File: src/rtl/service_pkg.sv
// Shared types and constants for the clock-board service scheduler.
// ALARM_PREEMPT_EN adds the ALARM state to the encoding.
package service_pkg;

  typedef enum logic [2:0] {
    ST_IDLE   = 3'd0,
    ST_SETTLE = 3'd1,
    ST_ACTIVE = 3'd2,
    ST_DONE   = 3'd3,
    ST_FAULT  = 3'd4
`ifdef ALARM_PREEMPT_EN
    ,
    ST_ALARM  = 3'd5
`endif
  } state_e;

  localparam logic [3:0] SERVICE1     = 4'b1000;
  localparam logic [3:0] SERVICE2     = 4'b0100;
  localparam logic [3:0] SERVICE3     = 4'b0010;
  localparam logic [3:0] SERVICE4     = 4'b0001;
  localparam logic [3:0] SERVICERESET = 4'b0000;

  localparam logic [1:0] DISP_SVC1 = 2'd3;
  localparam logic [1:0] DISP_SVC2 = 2'd2;
  localparam logic [1:0] DISP_SVC3 = 2'd1;
  localparam logic [1:0] DISP_SVC4 = 2'd0;

  function automatic logic is_one_hot(input logic [3:0] v);
    return (v != '0) && ((v & (v - 4'd1)) == '0);
  endfunction

  function automatic logic [1:0] grant_index(input logic [3:0] g);
    logic [1:0] idx;
    idx = DISP_SVC4;
    case (g)
      SERVICE1: idx = DISP_SVC1;
      SERVICE2: idx = DISP_SVC2;
      SERVICE3: idx = DISP_SVC3;
      default:  idx = DISP_SVC4;
    endcase
    return idx;
  endfunction

endpackage

File: src/rtl/service_scheduler_switch_settle.sv
// Mode-switch settling: candidate pattern register plus stability counter.
// No configuration macros affect this file.
module switch_settle
  import service_pkg::*;
#(
  parameter logic [15:0] SETTLE_CYCLES = 16'd50000
) (
  input  logic       clk_osc,
  input  logic       resetn,
  input  logic [3:0] sw_i,
  input  logic       load_i,
  input  logic       track_i,
  output logic [3:0] cand_o,
  output logic       changed_o,
  output logic       stable_o
);

  logic [3:0]  cand_q, cand_d;
  logic [15:0] cnt_q, cnt_d;

  assign cand_o    = cand_q;
  assign changed_o = (sw_i != cand_q);
  assign stable_o  = (cnt_q == SETTLE_CYCLES - 16'd1);

  always_comb begin
    cand_d = cand_q;
    cnt_d  = cnt_q;
    if (load_i) begin
      cand_d = sw_i;
      cnt_d  = '0;
    end else if (track_i && (sw_i != '0)) begin
      if (changed_o) begin
        cand_d = sw_i;
        cnt_d  = '0;
      end else if (!stable_o) begin
        cnt_d = cnt_q + 16'd1;
      end
    end
  end

  always_ff @(posedge clk_osc or negedge resetn) begin
    if (!resetn) begin
      cand_q <= '0;
      cnt_q  <= '0;
    end else begin
      cand_q <= cand_d;
      cnt_q  <= cnt_d;
    end
  end

endmodule

File: src/rtl/service_scheduler.sv
// Grants one clock-board service at a time and gates buttons/display/LEDs to it.
// Define ALARM_PREEMPT_EN to let a rising alarm_req preempt into service 4.
module service_scheduler
  import service_pkg::*;
#(
  parameter logic [15:0] SETTLE_CYCLES = 16'd50000
) (
  input  logic        clk_osc,
  input  logic        resetn,
  input  logic [3:0]  spdt_service,
  input  logic [4:0]  push,
  input  logic [3:0]  finish,
  input  logic        alarm_req,
  output logic [3:0]  grant,
  output logic [19:0] push_out,
  output logic [1:0]  disp_sel,
  output logic        disp_blank,
  output logic [3:0]  spdt_led,
  output logic        fault
);

  state_e     state_q;
  logic [3:0] grant_q;
  logic       fault_q;
  logic [3:0] cand;
  logic       sw_changed;
  logic       sw_stable;

  switch_settle #(
    .SETTLE_CYCLES(SETTLE_CYCLES)
  ) u_settle (
    .clk_osc  (clk_osc),
    .resetn   (resetn),
    .sw_i     (spdt_service),
    .load_i   (state_q == ST_IDLE),
    .track_i  (state_q == ST_SETTLE),
    .cand_o   (cand),
    .changed_o(sw_changed),
    .stable_o (sw_stable)
  );

`ifdef ALARM_PREEMPT_EN
  logic alarm_prev_q;
`else
  logic unused_alarm;
  assign unused_alarm = alarm_req;
`endif

  always_ff @(posedge clk_osc or negedge resetn) begin
    if (!resetn) begin
      state_q <= ST_IDLE;
      grant_q <= SERVICERESET;
      fault_q <= 1'b0;
`ifdef ALARM_PREEMPT_EN
      alarm_prev_q <= 1'b0;
`endif
    end else begin
`ifdef ALARM_PREEMPT_EN
      alarm_prev_q <= alarm_req;
      // Alarm edge outranks every other event, including a same-cycle finish.
      if (alarm_req && !alarm_prev_q && (state_q != ST_ALARM)) begin
        state_q <= ST_ALARM;
        grant_q <= SERVICE4;
        fault_q <= 1'b0;
      end else
`endif
      begin
        case (state_q)
          ST_IDLE: begin
            if (spdt_service != '0) state_q <= ST_SETTLE;
          end
          ST_SETTLE: begin
            if (spdt_service == '0) begin
              state_q <= ST_IDLE;
            end else if (!sw_changed && sw_stable) begin
              if (is_one_hot(cand)) begin
                state_q <= ST_ACTIVE;
                grant_q <= cand;
              end else begin
                state_q <= ST_FAULT;
                fault_q <= 1'b1;
              end
            end
          end
          ST_ACTIVE: begin
            if ((finish & grant_q) != '0) begin
              state_q <= ST_DONE;
              grant_q <= SERVICERESET;
            end else if (spdt_service != grant_q) begin
              state_q <= ST_IDLE;
              grant_q <= SERVICERESET;
            end
          end
          ST_DONE: begin
            if (spdt_service == '0) state_q <= ST_IDLE;
          end
          ST_FAULT: begin
            if (spdt_service == '0) begin
              state_q <= ST_IDLE;
              fault_q <= 1'b0;
            end
          end
`ifdef ALARM_PREEMPT_EN
          ST_ALARM: begin
            if (finish[0]) begin
              state_q <= ST_DONE;
              grant_q <= SERVICERESET;
            end
          end
`endif
          default: begin
            state_q <= ST_IDLE;
            grant_q <= SERVICERESET;
            fault_q <= 1'b0;
          end
        endcase
      end
    end
  end

  always_comb begin
    push_out = '0;
    for (int unsigned k = 0; k < 4; k++) begin
      push_out[5*k +: 5] = push & {5{grant_q[k]}};
    end
  end

  always_comb begin
    spdt_led = '0;
    case (state_q)
      ST_ACTIVE: spdt_led = grant_q;
`ifdef ALARM_PREEMPT_EN
      ST_ALARM:  spdt_led = grant_q;
`endif
      ST_SETTLE: spdt_led = cand;
      default:   spdt_led = '0;
    endcase
  end

  assign grant      = grant_q;
  assign fault      = fault_q;
  assign disp_sel   = grant_index(grant_q);
  assign disp_blank = (grant_q == '0);

endmodule

File: config.mk
export PLATFORM = sky130hd
export DESIGN_NAME = service_scheduler
export DESIGN_NICKNAME = d
export VERILOG_FILES = /design/src/rtl/service_pkg.sv /design/src/rtl/service_scheduler_switch_settle.sv /design/src/rtl/service_scheduler.sv
export SDC_FILE = /design/constraint.sdc
export NUM_CORES = 1
export LEC_CHECK = 0
export CAP_MARGIN = 25
export CORE_ASPECT_RATIO = 1.4
export CORE_MARGIN = 5
export CORE_UTILIZATION = 25
export DETAILED_ROUTE_END_ITERATION = 10
export HOLD_SLACK_MARGIN = 0.05
export PLACE_DENSITY_LB_ADDON = 0.3
export SLEW_MARGIN = 20
export SYNTH_ARGS = -nofsm -noshare
export SYNTH_HDL_FRONTEND = slang
export SYNTH_SLANG_ARGS = --single-unit
File: constraint.sdc
create_clock -name clk_osc -period 2.5 [get_ports clk_osc]
set_input_delay 0.25 -clock clk_osc [delete_from_list [all_inputs] [get_ports clk_osc]]
set_output_delay 0.25 -clock clk_osc [all_outputs]
set_load 0.005 [all_outputs]
Word-level counts from Yosys, hierarchy flattened
Index checks and enable logic that the tools add are counted.
- register bits: 28
- add/subtract/negate cells: 2
- equal/unequal tests: 20
- mux-type cells: 28
- bitwise logic cells: 8
- reductions and logical operators: 21
- operators with widths (cell ; number):
    2-to-1 mux 16 bit ; 4
    2-to-1 mux 4 bit ; 8
    2-to-1 mux 3 bit ; 7
    bitwise AND 5 bit ; 4
    adder 16 x 1 -> 16 bit, second input constant ; 1
    equality test 16 bit, second input constant ; 1
    logical NOT 4 bit ; 3
    != test 2 bit, second input constant ; 6
    case mux 3 bit (4 select lines) ; 1
    case mux 4 bit (3 select lines) ; 1
    nonzero test 4 bit ; 3
    AND reduction 5 bit ; 2
    bitwise AND 4 bit ; 2
    != test 4 bit ; 2
    case mux 4 bit (2 select lines) ; 1
    equality test 3 x 2 -> 1 bit, second input constant ; 2
    != test 3 bit, second input constant ; 2
    case mux 2 bit (3 select lines) ; 1
    OR reduction 3 bit ; 2
    equality test 4 x 2 -> 1 bit, second input constant ; 1
    equality test 4 x 3 -> 1 bit, second input constant ; 1
    equality test 4 bit, second input constant ; 1
    2-to-1 mux 1 bit ; 4
    AND reduction 2 bit ; 2
    13 further kinds ; 17

Logic depth before layout (Yosys ltp)
Gate-level depths: netlist (run 1).
- depth in word-level cells: 8
- mapped depth: 8
- depth with buffers taken out: 6

Cells and area by module
Synthesis (run 1) repeated with hierarchy kept, for this count alone.
- cells, all modules: 239
- area, all modules: 2195.9 um^2
- modules (own cells, without submodules) (module ; times used ; cells an instance ; area each (um^2) ; sequential area each (um^2)):
    switch_settle ; 1 ; 130 ; 1327.5 ; 500.5
    service_scheduler ; 1 ; 109 ; 868.3 ; 200.2

Least setup slack after synthesis (run 1)
OpenSTA, ideal clock, no wires.
- path kind: register -> register
- from: reg u_settle.cand_q[2], in the netlist u_settle.cand_o[2]
- to: reg state_q[2]
- setup time: 0.080 ns
- arrival: 1.758 ns
- path slack: 0.662 ns
- cell stages (with the launch flop): 7
- path buffers: 1
- path through: dfrtp_1 > buf_6 > xnor2_1 > nand4_2 > o31ai_2 > or4b_4 > o22ai_2
- word-level cells in the longest chain between the ends: 8
- RTL lines (item ; line ; source):
    start: declaration ; service_scheduler_switch_settle.sv:18 ; logic [3:0] cand_q, cand_d;
    start signal: assignment ; service_scheduler_switch_settle.sv:46 ; cand_q <= cand_d;
    subtractor 4 x 1 -> 4 bit ; service_pkg.sv:29 ; return (v != '0) && ((v & (v - 4'd1)) == '0);
    bitwise AND 4 bit ; service_pkg.sv:29 ;
    logical NOT 4 bit ; service_pkg.sv:29 ;
    logical AND 1 bit ; service_pkg.sv:29 ;
    2-to-1 mux 3 bit ; service_scheduler.sv:76 ; if (is_one_hot(cand)) begin
    2-to-1 mux 3 bit ; service_scheduler.sv:75 ; end else if (!sw_changed && sw_stable) begin
    2-to-1 mux 3 bit ; service_scheduler.sv:73 ; if (spdt_service == '0) begin
    case mux 3 bit (4 select lines) ; service_scheduler.sv:68 ; case (state_q)
    end signal: assignment ; service_scheduler.sv:70 ; if (spdt_service != '0) state_q <= ST_SETTLE;
    end signal: assignment ; service_scheduler.sv:74 ; state_q <= ST_IDLE;
    end signal: assignment ; service_scheduler.sv:77 ; state_q <= ST_ACTIVE;
    end: declaration ; service_scheduler.sv:22 ; state_e state_q;
Several ways; a longest one is shown, not always the timed one. The select of a mux whose other input is x is not followed.
A chain may end at the register's enable or synchronous reset.

Worst setup path after layout (run 1)
- from: reg state_q[1]
- to: out spdt_led[0]
- word-level cells in the longest chain between the ends: 2
- RTL lines (item ; line ; source):
    start signal: assignment ; service_scheduler.sv:51 ; state_q <= ST_IDLE;
    start signal: assignment ; service_scheduler.sv:70 ;
    start signal: assignment ; service_scheduler.sv:74 ;
    equality test 3 x 1 -> 1 bit or equality test 3 x 2 -> 1 bit (tied branches) ; service_scheduler.sv:130 ; case (state_q)
    case mux 4 bit (2 select lines) * ; service_scheduler.sv:130 ;
    end: declaration ; service_scheduler.sv:18 ; output logic [3:0] spdt_led,
Mark *: on every way between the ends. The rest lies on a longest branch, timed or not.

==> key figures, run 1 <==
Clock tree
  – Number of buffers added by the clock tree synthesis step: 3
  – Maximum buffer depth of the clock tree: 2
  – Setup Buffers After CTS: 0
  – Clock net sink count: 28
  – Root buf cell: clkbuf_16
  – Clock transition time at the flip-flop clock pins of the worst setup and hold paths: 0.07 ns
  – CTS H-tree lvls: 1
  – Number of buffers inserted for hold repair after clock tree synthesis: 0
  – Total of cells resized after clock tree synthesis: 0
  – Clk_lat worst skew: 0.27 ns
  – CTS tree: built

Setup path
  – Category of the critical setup timing path: reg -> out
  – Worst-path maximum fanout: 12
  – Category of the worst setup path launch point: flop
  – Ordered cell list for the critical path: nor2b_1 -> a22oi_1 -> nor2_1 -> clkdlybuf4s50_1
  – Delay contributed by the slowest stage of the critical path: 0.57 ns
  – Number of cells on the worst reg-to-reg path: 6
  – Slack of the worst reg-to-reg path: 0.36 ns
  – Highest-delay cell along the critical path: dfrtp_1
  – Kind of end point of the critical path: output pin
  – Arrival time of data at the critical path endpoint: 1.94 ns
  – End of the worst register-to-register path: u_settle.cand_o[2]
  – FF-to-FF Start: state_q[2]
  – CP Data Required Time: 2.25 ns

Yosys
  – Mapped cell area: 2060 sq um
  – Cell variety after synth: 53
  – Post-synthesis async set-or-reset flop share: 100%
  – Mean instance size in the synthesized netlist: 8.60 sq um
  – Synth Register Bits: 28
  – Number of nets in the synthesized netlist: 257
  – Post-synthesis instance total: 240
  – Number of enable flip-flop cells after synthesis: 0
  – Warnings from Yosys: 0
  – Fraction of the yosys area taken by sequential cells: 33.9%
  – Dominant register cell in the synthesized netlist: dfrtp_1

Timing
  – Final critical-path required period: 2.19 ns
  – Least setup slack across all paths after layout: 0.307 ns
  – Final worst path period share: 87.7%
  – Tightest hold margin: 0.358 ns
  – FMAX: 0.456 GHz
  – Final Hold Viols: 0
  – Normalized max-slew margin: 55.6%
  – RSZ-0062 raised after global routing: false
  – Pins Over Slew Limit: 0
  – Worst-case clock skew: 0.00461 ns
  – Setup tns final: 0 ns
  – Number of setup violations in the final report: 0
  – Slew at the pin closest to its max-slew limit: 0.661 ns

Power and ir drop
  – Leakage power summed over all cells: 1.08 nW
  – IR drop worst, VDD: 0.430 mV
  – Power density cells: 739 nW/um^2

Flow run
  – Count of maximum capacitance violations: 0

Floorplan
  – Boundary Pins: 48
  – Die span in y: 118 um
  – Site row count: 39
  – Initial Util: 25.5%
  – Width of the die: 86.8 um
  – Die footprint: 10,200 sq um
  – Standard cell core area: 8100 sq um

Cells and area
  – Post-route cell area: 2770 sq um
  – Post-route core utilization: 34.1%
  – Area growth from synthesis to layout: 33.9%
  – Net count reported at finish: 306
  – Fraction of layout instances using a drive strength above 1: 10.1%
  – Ant diodes: 0

Outcome
  – Outcome: finished clean

Drt
  – DRC Markers: 0
  – Number of optimization iterations in the first detailed-route pass: 4
  – 1st-iter DRT viols: 97
  – Via density per instance: 5.11
  – Final Routed Wirelength: 5970 um
  – Average wire per cell in the routed design: 15.3 um
  – Antenna Nets Post-Route: 0
  – Total vias in the final route: 1,993

Global routing
  – GRT met2 Usage: 21.1%
  – Maximum number of pins on one net before global-route repair: 29
  – Global Route met1 Usage: 13.8%
  – Most used routing layer: met2
  – First-pass GRT wire length: 9890 um
  – Vias in the first global route: 1,999
  – Gr ovfl total: 0
  – GR Util All Layers: 11.8%
  – Met3 capacity usage during global routing: 1.61%
  – Antenna violations before repair: 0

Placed design
  – Placed instance area: 2660 sq um
  – DP HPWL: 4560 um
  – GPL Wtd Cong: 0.844
  – Number of buffers added on ports: 46
  – DP Worst Slack: 0.143 ns

Worst hold path
  – Type of the tightest min-delay check: in -> async
-- worst max path at each step --
stage | endpoint | slack, ns | startpoint | cells past startpoint
final | spdt_led[0] | 0.31 | state_q[1] | 4
after global routing | spdt_led[0] | 0.13 | state_q[1] | 4
after CTS | spdt_led[0] | 0.29 | state_q[1] | 4
after detailed placement | u_settle.cnt_q[9] | 0.14 | spdt_service[0] | 6
after global placement | u_settle.cnt_q[12] | 0.15 | spdt_service[0] | 6
after floorplan | state_q[2] | 0.66 | u_settle.cand_o[2] | 6
-- final cells by class --
| type | count | area (sq um) |
|---|---|---|
| clock buffer | 3 | 75.1 |
| sequential | 28 | 701 |
| timing repair buffer | 57 | 543 |
| multi-input combinational | 189 | 1250 |
| clock inverter | 1 | 30.0 |
| fill | 860 | 5340 |
| tap | 102 | 128 |
| inverter | 10 | 37.5 |
-- worst max-delay path, delay by kind of cell, from the launching register on --
family	cells	cell delay (ns)
compound gates	1	0.14
flops	1	0.57
simple gates	2	0.45
buf+inv	1	0.52
-- stage by stage --
stage | std cells | total power [mW]
detailed placement | 386 | 1.57
global placement | 386 | 1.56
CTS | 390 | 2.06
global route | 390 | 2.19
floorplan | 240 | 1.28
finish | 390 | 2.04
-- kinds of logic after synthesis --
| logic type | Yosys count | synth area share, % |
|---|---|---|
| AO/OA/AOI/OAI | 47 | 16.3 |
| XOR/XNOR | 14 | 5.94 |
| adder cells (fa/ha/maj) | 1 | 0.606 |
| buffers and inverters | 23 | 5.45 |
| flip-flops | 28 | 33.9 |
| multiplexers | 3 | 1.52 |
| AND/OR/NAND/NOR | 124 | 36.2 |
-- routing by layer --
metal	part of all wire [%]	vias up
li1	-	967
met1	40	945
met2	51	73
met3	6.8	8
met4	2.6	0
met5	0	-
-- sequential cells by signal, indices dropped and copies added, names as in the netlist --
| signal | cells |
|---|---|
| u_settle.cnt_q | 16 |
| grant | 4 |
| state_q | 3 |
| u_settle.cand_o | 4 |
| fault | 1 |
-- synthesized netlist by cell type (3+ instances only) --
| cell type | instances | area [sq um] |
|---|---|---|
| nor3_1 | 6 | 30.0 |
| nor4b_1 | 5 | 43.8 |
| nor4_1 | 4 | 25.0 |
| inv_1 | 10 | 37.5 |
| a211oi_1 | 3 | 22.5 |
| o21ai_0 | 8 | 40.0 |
| a21oi_1 | 6 | 30.0 |
| and2_1 | 21 | 131 |
| nor2_1 | 16 | 60.1 |
| nand4_1 | 5 | 31.3 |
| and4_1 | 4 | 35.0 |
| or3_1 | 7 | 43.8 |
| o2111ai_1 | 3 | 26.3 |
| or2_2 | 3 | 18.8 |
| xnor2_1 | 11 | 96.3 |
| a22oi_1 | 6 | 45.0 |
| o211ai_1 | 3 | 22.5 |
| nand2_1 | 26 | 97.6 |
| buf_2 | 3 | 15.0 |
| xor2_1 | 3 | 26.3 |
| buf_6 | 3 | 33.8 |
| dfrtp_1 | 28 | 701 |
| clkbuf_1 | 6 | 22.5 |
| nand3_1 | 7 | 35.0 |
| nand2b_1 | 3 | 18.8 |
| o22ai_1 | 4 | 25.0 |
-- report_power, final --
group	leakage (nW)	switching (mW)	internal, mW	total [mW]
Combinational	0.656	0.532	0.413	0.945
Sequential	0.377	0.102	0.514	0.616
Clock	0.0511	0.164	0.319	0.483
Total	1.08	0.798	1.25	2.04
-- cell usage in the layout, fill, tap and decap left out, types with 4 or more instances in the layout --
| cell type | netlist | routed |
|---|---|---|
| o21ai_0 | 8 | 8 |
| nor4b_1 | 5 | 5 |
| nor2_1 | 16 | 16 |
| and4_1 | 4 | 4 |
| a22oi_1 | 6 | 6 |
| inv_1 | 10 | 10 |
| or3_1 | 7 | 7 |
| nand3_1 | 7 | 7 |
| o22ai_1 | 4 | 4 |
| dfrtp_1 | 28 | 28 |
| and2_1 | 21 | 21 |
| nand2_1 | 26 | 26 |
| nor3_1 | 6 | 6 |
| nor4_1 | 4 | 4 |
| clkdlybuf4s50_1 | 0 | 46 |
| buf_4 | 0 | 11 |
| xnor2_1 | 11 | 11 |
| a21oi_1 | 6 | 6 |
| nand4_1 | 5 | 5 |
(Power assumes the default switching activity.)
==> run 2, diff against run 1 <==
Settings changed: CORE_UTILIZATION 25 to 50.
==> key figures, run 2 (synthesis results as in run 1) <==
Cells and area
  – Fraction of layout instances using a drive strength above 1: 9.76%
  – Commonest non-fill, non-tap cell in the layout: clkdlybuf4s50_1
  – Ant diodes: 0
  – Area growth from synthesis to layout: 28.4%
  – Max reg flops: 16
  – Register containing the most flip-flops in the final layout: u_settle.cnt_q
  – Post-route cell area: 2650 sq um
  – Most used cells in the layout excluding fill and tap cells: clkdlybuf4s50_1, dfrtp_1, nand2_1
  – Net count reported at finish: 305

Power and ir drop
  – Internal power of the cells: 1.14 mW
  – Power density cells: 728 nW/um^2
  – Total power consumption of the routed design: 1.93 mW
  – IR drop worst, VDD: 0.638 mV
  – Leakage power summed over all cells: 1.06 nW
  – Flop pwr share: 32.1%
  – Fraction of power consumed by the clock network: 18.7%
  – Switching share of power: 40.9%
  – Comb pwr share: 49.2%
  – Switching power total: 789 uW

Floorplan
  – Initial Util: 52.2%
  – Width of the die: 64.3 um
  – Boundary Pins: 48
  – Die footprint: 5530 sq um
  – Die span in y: 86.0 um
  – Standard cell core area: 3950 sq um
  – Site row count: 27

Global routing
  – Gr ovfl total: 0
  – Vias in the first global route: 1,923
  – First-pass GRT wire length: 9120 um
  – Maximum number of pins on one net before global-route repair: 29
  – Antenna violations before repair: 0
  – GR Util All Layers: 19.9%

Placed design
  – Number of buffers added on ports: 46
  – DP HPWL: 4110 um
  – GPL Wtd Cong: 0.960
  – Placed instance area: 2580 sq um

Clock tree
  – Clk_lat worst skew: 0.28 ns
  – Number of buffers added by the clock tree synthesis step: 3
  – Root buf cell: clkbuf_8
  – CTS H-tree lvls: 1
  – Clock net sink count: 28
  – Number of buffers inserted for hold repair after clock tree synthesis: 0
  – Total of cells resized after clock tree synthesis: 0
  – CTS tree: built
  – Setup Buffers After CTS: 0
  – Clock transition time at the flip-flop clock pins of the worst setup and hold paths: 0.10 ns
  – Maximum buffer depth of the clock tree: 2

Timing
  – FMAX: 0.454 GHz
  – Tightest hold margin: 0.352 ns
  – RSZ-0062 raised after global routing: false
  – Final worst path period share: 88.1%
  – Setup tns final: 0 ns
  – Worst-case clock skew: 0.00513 ns
  – Pins Over Slew Limit: 0
  – Slew at the pin closest to its max-slew limit: 0.676 ns
  – Number of setup violations in the final report: 0
  – Final Hold Viols: 0
  – Final critical-path required period: 2.20 ns
  – Normalized max-slew margin: 54.6%

Worst hold path
  – Type of the tightest min-delay check: in -> async

Drt
  – Antenna Nets Post-Route: 0
  – Number of optimization iterations in the first detailed-route pass: 4
  – Average wire per cell in the routed design: 16.7 um
  – DRC Markers: 0
  – Total vias in the final route: 2,012
  – Via density per instance: 6.10
  – Final Routed Wirelength: 5510 um
  – 1st-iter DRT viols: 149

Flow run
  – Count of maximum capacitance violations: 0

Setup path
  – Kind of end point of the critical path: output pin
  – CP Data Required Time: 2.25 ns
  – Category of the worst setup path launch point: flop
  – Highest-delay cell along the critical path: dfrtp_1
  – Arrival time of data at the critical path endpoint: 1.95 ns
  – Delay contributed by the slowest stage of the critical path: 0.57 ns
  – Worst-path maximum fanout: 12
  – Category of the critical setup timing path: reg -> out
  – Ordered cell list for the critical path: nor2b_1 -> a22oi_1 -> nor2_1 -> clkdlybuf4s50_1

Outcome
  – Outcome: finished clean
## run 2: changes by cell type in the layout (fill, tap and decap cells not counted), sizes merged
cell,before,now
buf,11,10
## run 2: per-stage QoR
step	instances	worst slack [ns]	util, %
3_5_place_dp	326	0.134	65.2
2_1_floorplan	240	0.662	-
6_report	330	0.298	67.0
3_3_place_gp	326	0.146	65.2
4_1_cts	330	0.293	67.0
5_1_grt	330	0.181	67.0
## run 2: critical path: cells and delay by family (launching register included)
kind | cells | cell delay [ns]
flip-flops | 1 | 0.57
buffers and inverters | 1 | 0.54
AND/OR/NAND/NOR | 2 | 0.42
AO/OA/AOI/OAI | 1 | 0.14
## run 2: layout make-up
cell class / count / area [sq um]
fillers: 342 / 1300
well taps: 43 / 53.8
clock buffers: 3 / 41.3
multi-input cells: 189 / 1250
repair buffers: 56 / 536
clock inverters: 1 / 30.0
inverters: 10 / 37.5
flip-flops and latches: 28 / 701
## run 2: path summary, 6_finish.rpt
check                           cells after the start  startpoint                  to  slack (ns)
worst max-delay path                                4  state_q[1]         spdt_led[1]        0.30
worst min-delay path                                2      resetn               fault        0.35
worst max register to register                      5  state_q[2]   u_settle.cnt_q[8]        0.35
worst min register to register                      2       fault               fault        0.50
max in group asynchronous                           2      resetn  u_settle.cnt_q[13]        1.87
min in group clk_osc                                2       fault               fault        0.50
## run 2: metal layers
metal	vias up	global-route usage, %	share of wire (%)
met5	-	0	0
met2	77	37.3	52
li1	967	-	-
met4	0	5.93	1.8
met3	13	2.49	6.2
met1	955	22.9	40
## run 2: power by group through the flow
stage,logic (mW),registers [mW],clock network (mW)
floorplan,0.711,0.570,0
global placement,0.930,0.624,0
detailed placement,0.945,0.627,0
CTS,0.954,0.618,0.368
global route,1.05,0.634,0.387
finish,0.950,0.619,0.361
